File: src/rtl/branch_pkg.sv
`default_nettype none
// +----------------------------------------------------------------------+
// | Module  : branch_pkg                                                 |
// | Brief   : Shared branch opcodes, CCR flag positions, counter states. |
// | Revision: 1.0                                                        |
// +----------------------------------------------------------------------+
package branch_pkg;

    localparam logic [2:0] BU_NONE = 3'b000;
    localparam logic [2:0] BU_JZ   = 3'b001;
    localparam logic [2:0] BU_JN   = 3'b010;
    localparam logic [2:0] BU_JC   = 3'b011;
    localparam logic [2:0] BU_JV   = 3'b100;
    localparam logic [2:0] BU_LOOP = 3'b101;
    localparam logic [2:0] BU_JMP  = 3'b110;
    localparam logic [2:0] BU_RSVD = 3'b111;

    localparam int FLAG_Z = 0;
    localparam int FLAG_N = 1;
    localparam int FLAG_C = 2;
    localparam int FLAG_V = 3;

    localparam logic [1:0] CTR_SNT = 2'b00;
    localparam logic [1:0] CTR_WNT = 2'b01;
    localparam logic [1:0] CTR_WT  = 2'b10;
    localparam logic [1:0] CTR_ST  = 2'b11;

    // The reserved opcode behaves exactly like "no branch".
    function automatic logic is_branch_op(input logic [2:0] op);
        return (op != BU_NONE) && (op != BU_RSVD);
    endfunction

endpackage
`default_nettype wire

File: src/rtl/bht_sat_ctr.sv
`default_nettype none
// +----------------------------------------------------------------------+
// | Module  : bht_sat_ctr                                                |
// | Brief   : 2-bit saturating counter next-state function.              |
// | Revision: 1.0                                                        |
// +----------------------------------------------------------------------+
module bht_sat_ctr
    import branch_pkg::*;
(
    input  logic [1:0] i_state,
    input  logic       i_taken,
    output logic [1:0] o_next
);

    always_comb begin
        o_next = i_state;
        if (i_taken) begin
            if (i_state != CTR_ST) begin
                o_next = i_state + 2'd1;
            end
        end else if (i_state != CTR_SNT) begin
            o_next = i_state - 2'd1;
        end
    end

endmodule
`default_nettype wire

File: src/rtl/branch_predict_unit.sv
`default_nettype none
// +----------------------------------------------------------------------+
// | Module  : branch_predict_unit                                        |
// | Brief   : Bimodal BHT predictor with same-cycle branch resolution.   |
// | Revision: 1.0                                                        |
// +----------------------------------------------------------------------+
module branch_predict_unit
    import branch_pkg::*;
#(
    parameter int         PC_W     = 8,
    parameter int         IDX_W    = 4,
    parameter logic [1:0] CTR_INIT = 2'b01
) (
    input  logic            clk,
    input  logic            rst,
    input  logic [PC_W-1:0] f_pc,
    output logic            pred_taken,
    input  logic            ex_valid,
    input  logic [PC_W-1:0] ex_pc,
    input  logic [2:0]      ex_bu_op,
    input  logic [3:0]      ex_flags,
    input  logic            ex_z_now,
    input  logic            ex_pred_taken,
    input  logic [PC_W-1:0] ex_target,
    output logic            flush,
    output logic [PC_W-1:0] redirect_pc,
    output logic            br_taken,
    output logic [15:0]     br_cnt,
    output logic [15:0]     mp_cnt
);

    localparam int c_DEPTH = 1 << IDX_W;

    logic [1:0]       r_bht_q [c_DEPTH];
    logic [1:0]       w_bht_d [c_DEPTH];
    logic [15:0]      r_br_cnt_q;
    logic [15:0]      w_br_cnt_d;
    logic [15:0]      r_mp_cnt_q;
    logic [15:0]      w_mp_cnt_d;
    logic             w_is_branch;
    logic             w_cond;
    logic [IDX_W-1:0] w_upd_idx;
    logic [1:0]       w_ctr_next;
    logic             w_unused_fpc_hi;

    assign w_unused_fpc_hi = ^f_pc[PC_W-1:IDX_W];

    // Read port sees the registered table only: no write-to-read bypass.
    assign pred_taken = r_bht_q[f_pc[IDX_W-1:0]][1];

    assign w_is_branch = ex_valid && is_branch_op(ex_bu_op);
    assign w_upd_idx   = ex_pc[IDX_W-1:0];

    always_comb begin
        w_cond = 1'b0;
        case (ex_bu_op)
            BU_JZ:   w_cond = ex_flags[FLAG_Z];
            BU_JN:   w_cond = ex_flags[FLAG_N];
            BU_JC:   w_cond = ex_flags[FLAG_C];
            BU_JV:   w_cond = ex_flags[FLAG_V];
            BU_LOOP: w_cond = !ex_z_now;
            BU_JMP:  w_cond = 1'b1;
            default: w_cond = 1'b0;
        endcase
    end

    assign br_taken    = !rst && w_is_branch && w_cond;
    assign flush       = !rst && w_is_branch && (w_cond != ex_pred_taken);
    assign redirect_pc = br_taken ? ex_target : ex_pc + {{(PC_W-1){1'b0}}, 1'b1};

    bht_sat_ctr u_sat_ctr (
        .i_state (r_bht_q[w_upd_idx]),
        .i_taken (w_cond),
        .o_next  (w_ctr_next)
    );

    always_comb begin
        for (int i = 0; i < c_DEPTH; i++) begin
            w_bht_d[i] = r_bht_q[i];
        end
        if (w_is_branch) begin
            w_bht_d[w_upd_idx] = w_ctr_next;
        end
    end

    always_comb begin
        w_br_cnt_d = r_br_cnt_q;
        w_mp_cnt_d = r_mp_cnt_q;
        if (w_is_branch && (r_br_cnt_q != 16'hFFFF)) begin
            w_br_cnt_d = r_br_cnt_q + 16'd1;
        end
        if (flush && (r_mp_cnt_q != 16'hFFFF)) begin
            w_mp_cnt_d = r_mp_cnt_q + 16'd1;
        end
    end

    always_ff @(posedge clk or posedge rst) begin
        if (rst) begin
            for (int i = 0; i < c_DEPTH; i++) begin
                r_bht_q[i] <= CTR_INIT;
            end
            r_br_cnt_q <= 16'd0;
            r_mp_cnt_q <= 16'd0;
        end else begin
            for (int i = 0; i < c_DEPTH; i++) begin
                r_bht_q[i] <= w_bht_d[i];
            end
            r_br_cnt_q <= w_br_cnt_d;
            r_mp_cnt_q <= w_mp_cnt_d;
        end
    end

    assign br_cnt = r_br_cnt_q;
    assign mp_cnt = r_mp_cnt_q;

endmodule
`default_nettype wire

File: config.mk
export PLATFORM = sky130hd
export DESIGN_NAME = branch_predict_unit
export DESIGN_NICKNAME = d
export VERILOG_FILES = /design/src/rtl/branch_pkg.sv /design/src/rtl/bht_sat_ctr.sv /design/src/rtl/branch_predict_unit.sv
export SDC_FILE = /design/constraint.sdc
export NUM_CORES = 1
export LEC_CHECK = 0
export BUFFER_PORTS_ARGS = -buffer_cell sky130_fd_sc_hd__buf_2
export CORE_MARGIN = 4
export CORE_UTILIZATION = 35
export CTS_CLUSTER_SIZE = 25
export DETAILED_ROUTE_END_ITERATION = 10
export SYNTH_ARGS = -nofsm -noshare
export SYNTH_HDL_FRONTEND = slang
export SYNTH_SLANG_ARGS = --single-unit
File: constraint.sdc
create_clock -name clk -period 11.8 [get_ports clk]
set_input_delay 2.36 -clock clk [delete_from_list [all_inputs] [get_ports clk]]
set_output_delay 2.36 -clock clk [all_outputs]
set_load 0.1 [all_outputs]
[Word level (Yosys, flattened, before mapping)]
Cells that the tools add are included.
Word-level totals
  register bits: 64
  latch bits: 0
  bits in writable memories: 0
  memory bits (read-only): 0
  bits of input ports: 36
  word-level logic and storage cells: 65
  memories kept: 0
Operators by class
  add/sub/neg operators: 5
  multipliers: 0
  div/mod/pow operators: 0
  order comparisons: 3
  eq/ne operators: 11
  shifts and indexed selects: 0
  multiplexer cells: 14
  bitwise operators: 2
  reductions and logical operators: 12
Operators by type and width (count)
  16-bit by 1-bit adder with 16-bit output (second input constant): 2
  32-bit bitwise mux: 1
  16-bit inequality test (second input constant): 2
  2-bit binary-select mux with 4-bit select: 2
  2-bit 2-to-1 mux: 8
  5-bit >= comparator (second input constant): 2
  4-bit NOT with 5-bit output: 2
  3-bit == test (second input constant): 3
  8-bit by 1-bit adder with 8-bit output (second input constant): 1
  2-bit demux with 4-bit select: 1
  1-bit logical AND: 8
  8-bit 2-to-1 mux: 1
  3-bit by 2-bit == test with 1-bit output (second input constant): 2
  1-bit one-hot mux with 6 select lines: 1
  5-bit by 1-bit less-than comparator with 1-bit output (second input constant): 1
  3-bit by 1-bit == test with 1-bit output (second input constant): 1
  3-bit inequality test (second input constant): 1
  3-bit nonzero test: 1
  2-bit by 1-bit adder with 2-bit output (second input constant): 1
  1-bit zero test: 2
  2-bit inequality test (second input constant): 1
  2-bit nonzero test: 1
  2-bit by 1-bit subtractor with 2-bit output (second input constant): 1
  1-bit inequality test: 1

[Depth between registers and ports, before layout]
Gate-level depths: netlist of the first run.
  depth after elaboration: 8
  gate-level depth with buffers: 8

[Hierarchy]
Synthesis of the first run repeated with hierarchy kept, for this count alone.
Second synthesis, totals
  cell total of the unflattened synthesis: 309
  area total of the unflattened synthesis: 3633.5 µm²
Modules (own cells, without submodules)
  branch_predict_unit: instances 1, cells each 306, area an instance 3607.2 µm², seq. area each 1621.6 µm²
  bht_sat_ctr: instances 1, cells each 3, area an instance 26.3 µm², seq. area each 0.0 µm²

[Worst setup path after synthesis of the first run]
No wires, ideal clock.
  path kind: input -> output
  from: input rst
  to: output redirect_pc[6]
  arrival: 6.900 ns
  required time: 9.440 ns
  slack: 2.540 ns
  cell stages on the path: 5
  path buffers: 1
  cells stage by stage: inv_1 -> nand2_1 -> nor2_1 -> clkbuf_1 -> o21ai_0
Between the ends
  longest elaborated chain between the ends: 4
RTL lines
  start: declaration: line branch_predict_unit.sv:15  | input logic rst,
  1-bit zero test (no line)
  1-bit logical AND (2 in a row): line branch_predict_unit.sv:67  | assign br_taken = !rst && w_is_branch && w_cond;
  named net br_taken: line branch_predict_unit.sv:27  | output logic br_taken,
  8-bit 2-to-1 mux: line branch_predict_unit.sv:69  | assign redirect_pc = br_taken ? ex_target : ex_pc + {{(PC_W-1){1'b0}}, 1'b1};
  end: declaration: line branch_predict_unit.sv:26  | output logic [PC_W-1:0] redirect_pc,
The timed path passes the listed nets, and every way through them passes these cells.

[Worst setup path in the final report of the first run]
  from: input ex_bu_op[0]
  to: output redirect_pc[1]
Between the ends
  longest elaborated chain between the ends: 6
  elaborated cells on any way between the ends: 14
RTL lines
  start: declaration: line branch_predict_unit.sv:20  | input logic [2:0] ex_bu_op,
  branches (longest 4 deep; another with 1-bit one-hot mux with 6 select lines)
  1-bit logical AND *: line branch_predict_unit.sv:67
  8-bit 2-to-1 mux *: line branch_predict_unit.sv:69
Every way passes the cells marked *.

==> out/results.txt, run 1 <==
sequential fraction of the synthesis area = 0.454
# setup viols final = 0
DRC Markers = 0
global routing met2 resource utilization = 0.237
arrival time of the worst setup path = 4.68 ns
Post-Synthesis Net Count = 346
antenna violations before repair = 0
Flop pwr share = 0.390
Hold Path Class = reg2reg
Crit. End Element = output pin
core area = 0.00986 mm^2
status = finished, final reports clean
Post-Syn Area = 0.00357 mm^2
Synth area leader = dfrtp_1
IO Port Bufs = 74
I/O pin count = 79
met1 GRT Util = 0.188
P_sw = 345 uW
asr flop ratio synth = 1.00
CP startpoint kind = input port
total negative setup slack = 0 ns
layout cells sized above 1 = 0.423
first-pass GRT wire length = 13.4 mm
cell internal pwr = 463 uW
number of global-route vias before repair = 2746
switching share of total power = 0.427
Post-CTS Setup Bufs = 0
met3 Resource Use GR = 0.0255
Initial Utilization = 0.362
worst setup path class = in2out
Peak Freq = 142 MHz
site row count = 36
dominant cells by area after synthesis = dfrtp_1, dfstp_2, mux2_2
Logic pwr share = 0.379
GRT Resource Usage Total = 0.144
Syn Area/Cell = 11.7 um^2
Ant. Diodes = 0
Util after Layout = 0.432
most common cell after layout, fill and taps aside = buf_2
post-cts hold buffer count = 0
routed vias/inst = 5.12
CTS root buffer = clkbuf_8
WP data required = 9.44 ns
final-report hold violation count = 0
slew at the pin closest to its max-slew limit = 0.900 ns
Die H = 109 um
Post-CTS Resized = 0
Post-Syn Instances = 304
post-route ant nets = 0
Routed WL = 7.99 mm
global route hottest layer = met2
dpl hpwl = 5.87 mm
area growth from synthesis to layout = 19.2%
post-route clock period utilization = 0.597
Max Fanout on Critical Path = 16
worst IR drop on VDD = 0.000189 V
flops & latches, synth = 64
Synth top area share = 0.336
final net count = 422
RSZ-0062 raised after global routing = false
commonest cells after routing, fill and taps aside = buf_2, dfrtp_1, mux2_2
Clock transition at path regs = 0.07 ns
Die W = 109 um
Post-synth EDFFs = 0
Slew Viols, Final = 0
htree depth = 3
total gr overflow = 0
Power Density = 190 mW/mm^2
filler cell count = 952
1st-iter DRT viols = 95
clock share of power = 0.231
GP Congestion = 0.791
minimum clock period = 7.04 ns
Main synth FF type = dfrtp_1
Max Cap Viol = 0
CTS tree = built
clock tree buffer depth = 2
CTS Buf Count = 9
relative slew slack = 0.398
DR WL/cell = 15.4 um
clock skew = 0.00929 ns
pin count of the biggest net entering global routing = 65
DIE AREA = 0.0119 mm^2
Distinct cells, synth = 38
routed via count = 2654
LEAKAGE = 0.00190 uW
worst-skew pair later-pin latency = 0.33 ns
Clock Sink Count = 64
drt pass-1 iters = 4
yosys warns = 0
## power groups by stage
stage | Combinational [uW] | Sequential (uW) | Clock [uW]
floorplan | 137 | 432 | 0
CTS | 309 | 315 | 195
global placement | 305 | 317 | 0
finish | 306 | 315 | 187
detailed placement | 309 | 319 | 0
global route | 324 | 324 | 205
## path summary, 6_finish.rpt
kind | startpoint | endpoint | slack (ns) | depth (start not counted)
worst max-delay path | ex_bu_op[0] | redirect_pc[1] | 4.76 | 7
worst min-delay path | br_cnt[14] | br_cnt[14] | 0.49 | 1
worst max register to register | br_cnt[4] | br_cnt[13] | 9.64 | 5
worst min register to register | br_cnt[14] | br_cnt[14] | 0.49 | 1
max in group asynchronous | rst | r_bht_q[25] | 8.98 | 3
min in group asynchronous | rst | mp_cnt[13] | 2.30 | 3
## logic make-up (layout without fill, tap and decap cells)
group	after synthesis	count (layout)	synth area share
multiplexers	50	50	0.202
XOR/XNOR	35	35	0.0858
adder cells (fa/ha/maj)	6	6	0.0210
AND/OR/NAND/NOR	110	110	0.166
flip-flops	64	64	0.454
AO/OA/AOI/OAI	24	24	0.0501
buffers and inverters	15	96	0.0207
## per-layer routing
metal	wire length (um)	vias up
met5	0	-
met2	3840	72
li1	-	1273
met1	3590	1301
met3	426	8
met4	131	0
## flip-flops by register name (all words and copies together), names as in the netlist
signal	count
br_cnt	16
mp_cnt	16
r_bht_q	32
## per-stage QoR
| stage | cells | instance area [um^2] | setup WS (ns) | hold slack [ns] | power (uW) |
|---|---|---|---|---|---|
| 2_1_floorplan | 304 | 3570 | 2.54 | 0.492 | 569 |
| 3_3_place_gp | 502 | 4060 | 4.80 | 0.479 | 622 |
| 3_5_place_dp | 502 | 4060 | 4.76 | 0.486 | 628 |
| 4_1_cts | 518 | 4260 | 4.76 | 0.497 | 820 |
| 5_1_grt | 518 | 4260 | 4.56 | 0.507 | 853 |
| 6_report | 518 | 4260 | 4.76 | 0.491 | 808 |
## worst max-delay path, stage by stage
cell and delay [ns]:
buf_2 0.15, or3_1 0.16, and3_1 0.37, nand2_1 0.20
nor2_1 0.72, mux2_2 0.29, buf_2 0.42
## synth_stat cells (2+ instances only)
cell type	n
nand4_1	16
and2_1	2
nor3_1	5
buf_6	2
clkbuf_1	6
nand2b_1	3
nor2b_1	4
dfstp_2	16
xor2_1	8
nand2_1	26
inv_1	5
o21ai_0	9
ha_1	6
mux2_1	2
a22oi_1	4
mux4_2	13
and4_1	7
a21oi_1	3
or3_1	3
nand3_1	16
nor2_1	18
dfrtp_1	48
buf_2	2
xnor2_1	27
and3_1	6
o21ai_2	2
mux2_2	34
## final cells by class
class	count	area [um^2]	share of cell area
tap	133	166	0.0391
sequential	64	1620	0.381
timing repair buffer	75	378	0.0887
clock buffer	11	141	0.0332
clock inverter	5	56.3	0.0132
multi-input combinational	225	1880	0.440
inverter	5	18.8	0.00441
Note: power is estimated with default switching activity, not from simulation.
==> run 2, diff against run 1 <==
==> constraint.sdc (replaced) <==
create_clock -name clk -period 6.6 [get_ports clk]
set_input_delay 1.32 -clock clk [delete_from_list [all_inputs] [get_ports clk]]
set_output_delay 1.32 -clock clk [all_outputs]
set_load 0.1 [all_outputs]
==> run 2 against run 1 <==
  * Final cell count is the same
  * Sequential cell count is the same
  * Largest power group unchanged
  * Largest cell class unchanged
  * Routed wire length is essentially flat
  * Worst setup slack lost 3.1 ns
  * Total power grew 74%
  * Highest routed layer unchanged
  * Count of clock-buffer cells in the layout is the same
  * Critical path depth is the same
==> out/results.txt, run 2 (synthesized netlist as in run 1, its figures left out) <==
Clock transition at path regs = 0.07 ns
final net count = 422
Max Fanout on Critical Path = 16
Post-CTS Resized = 0
final-report hold violation count = 0
CTS tree = built
site row count = 36
slew at the pin closest to its max-slew limit = 0.899 ns
cell area after layout = 0.00424 mm^2
CTS Buf Count = 9
Die W = 109 um
clock skew = 0.0123 ns
filler cell count = 958
DR WL/cell = 15.4 um
CP startpoint kind = input port
commonest cells after routing, fill and taps aside = buf_2, dfrtp_1, mux2_2
WP data required = 5.28 ns
max FFs per register = 32
FF+latch area = 0.00162 mm^2
post-route clock period utilization = 0.747
RSZ-0062 raised after global routing = false
Slew Viols, Final = 0
Crit. End Element = output pin
total gr overflow = 0
post-cts hold buffer count = 0
total negative setup slack = 0 ns
worst setup path class = in2out
Inst Count DP = 502
dpl hpwl = 5.77 mm
LEAKAGE = 0.00188 uW
area growth from synthesis to layout = 18.7%
routed via count = 2651
CTS root buffer = clkbuf_8
arrival time of the worst setup path = 3.61 ns
Routed WL = 8.00 mm
Die H = 109 um
GRT Resource Usage Total = 0.143
Hold Path Class = reg2reg
Initial Utilization = 0.362
first-pass GRT wire length = 13.2 mm
Power Density = 332 mW/mm^2
1st-iter DRT viols = 78
core area = 0.00986 mm^2
post-route ant nets = 0
routed vias/inst = 5.12
status = finished, final reports clean
most flop-heavy register = r_bht_q
# setup viols final = 0
GP Congestion = 0.775
Post-CTS Setup Bufs = 0
htree depth = 3
I/O pin count = 79
number of global-route vias before repair = 2732
Min Hold Slack = 0.491 ns
DIE AREA = 0.0119 mm^2
antenna violations before repair = 0
placed cell areas = 0.00406 mm^2
Clock Sink Count = 64
relative slew slack = 0.398
Ant. Diodes = 0
Max Cap Viol = 0
worst-skew pair later-pin latency = 0.34 ns
minimum clock period = 4.93 ns
DRC Markers = 0
IO Port Bufs = 74
Peak Freq = 203 MHz
drt pass-1 iters = 4
layout cells sized above 1 = 0.423
most common cell after layout, fill and taps aside = buf_2
total power = 1410 uW
worst IR drop on VDD = 0.000358 V
multi-input logic area = 0.00188 mm^2
pin count of the biggest net entering global routing = 65
clock tree buffer depth = 2
fin cells = 518
==> run 2: cell count changes in the layout (fill, tap and decap cells not counted) <==
cell        previous run  this run
o21ai_1                0         2
o21ai_0                9         7
clkinv_4               1         0
bufinv_16              1         0
inv_2                  1         0
clkinvlp_4             1         4
==> run 2: cell type report <==
type | count | share of cell area
Clock inverter | 5 | 0.00768
Sequential cell | 64 | 0.383
Tap cell | 133 | 0.0393
Multi-Input combinational cell | 225 | 0.443
Clock buffer | 11 | 0.0334
Timing Repair Buffer | 75 | 0.0892
Inverter | 5 | 0.00531
==> run 2: path summary, 6_finish.rpt <==
kind,startpoint,to,slack [ns],cells after the start
setup / recovery,ex_bu_op[0],redirect_pc[1],1.67,7
hold / removal,br_cnt[14],br_cnt[14],0.49,1
setup reg to reg,br_cnt[4],br_cnt[7],4.45,5
hold reg to reg,br_cnt[14],br_cnt[14],0.49,1
max in group asynchronous,rst,r_bht_q[23],4.80,3
min in group asynchronous,rst,r_bht_q[31],1.28,3
==> run 2: through the flow <==
| stage | setup slack, ns | utilization |
|---|---|---|
| floorplan | 0.341 | - |
| global placement | 1.71 | 0.412 |
| detailed placement | 1.68 | 0.412 |
| CTS | 1.67 | 0.430 |
| global route | 1.40 | 0.430 |
| finish | 1.67 | 0.430 |
==> run 2: worst max-delay path, cell delays in order <==
cell and delay [ns]:
buf_2 0.16, or3_1 0.16, and3_1 0.35, nand2_1 0.19
nor2_1 0.71, mux2_2 0.29, buf_2 0.42
==> run 2: layer usage <==
metal / vias to the layer above / routed length (um) / GRT usage
met4: 0 / 111 / 0.0541
li1: 1271 / - / -
met1: 1308 / 3660 / 0.183
met5: - / 0 / 0
met2: 64 / 3830 / 0.242
met3: 8 / 395 / 0.0225
==> run 2: power breakdown <==
part           internal (uW)  total [uW]  switching (uW)
Sequential               496         563            67.1
Combinational            147         547             400
Clock                    145         297             152
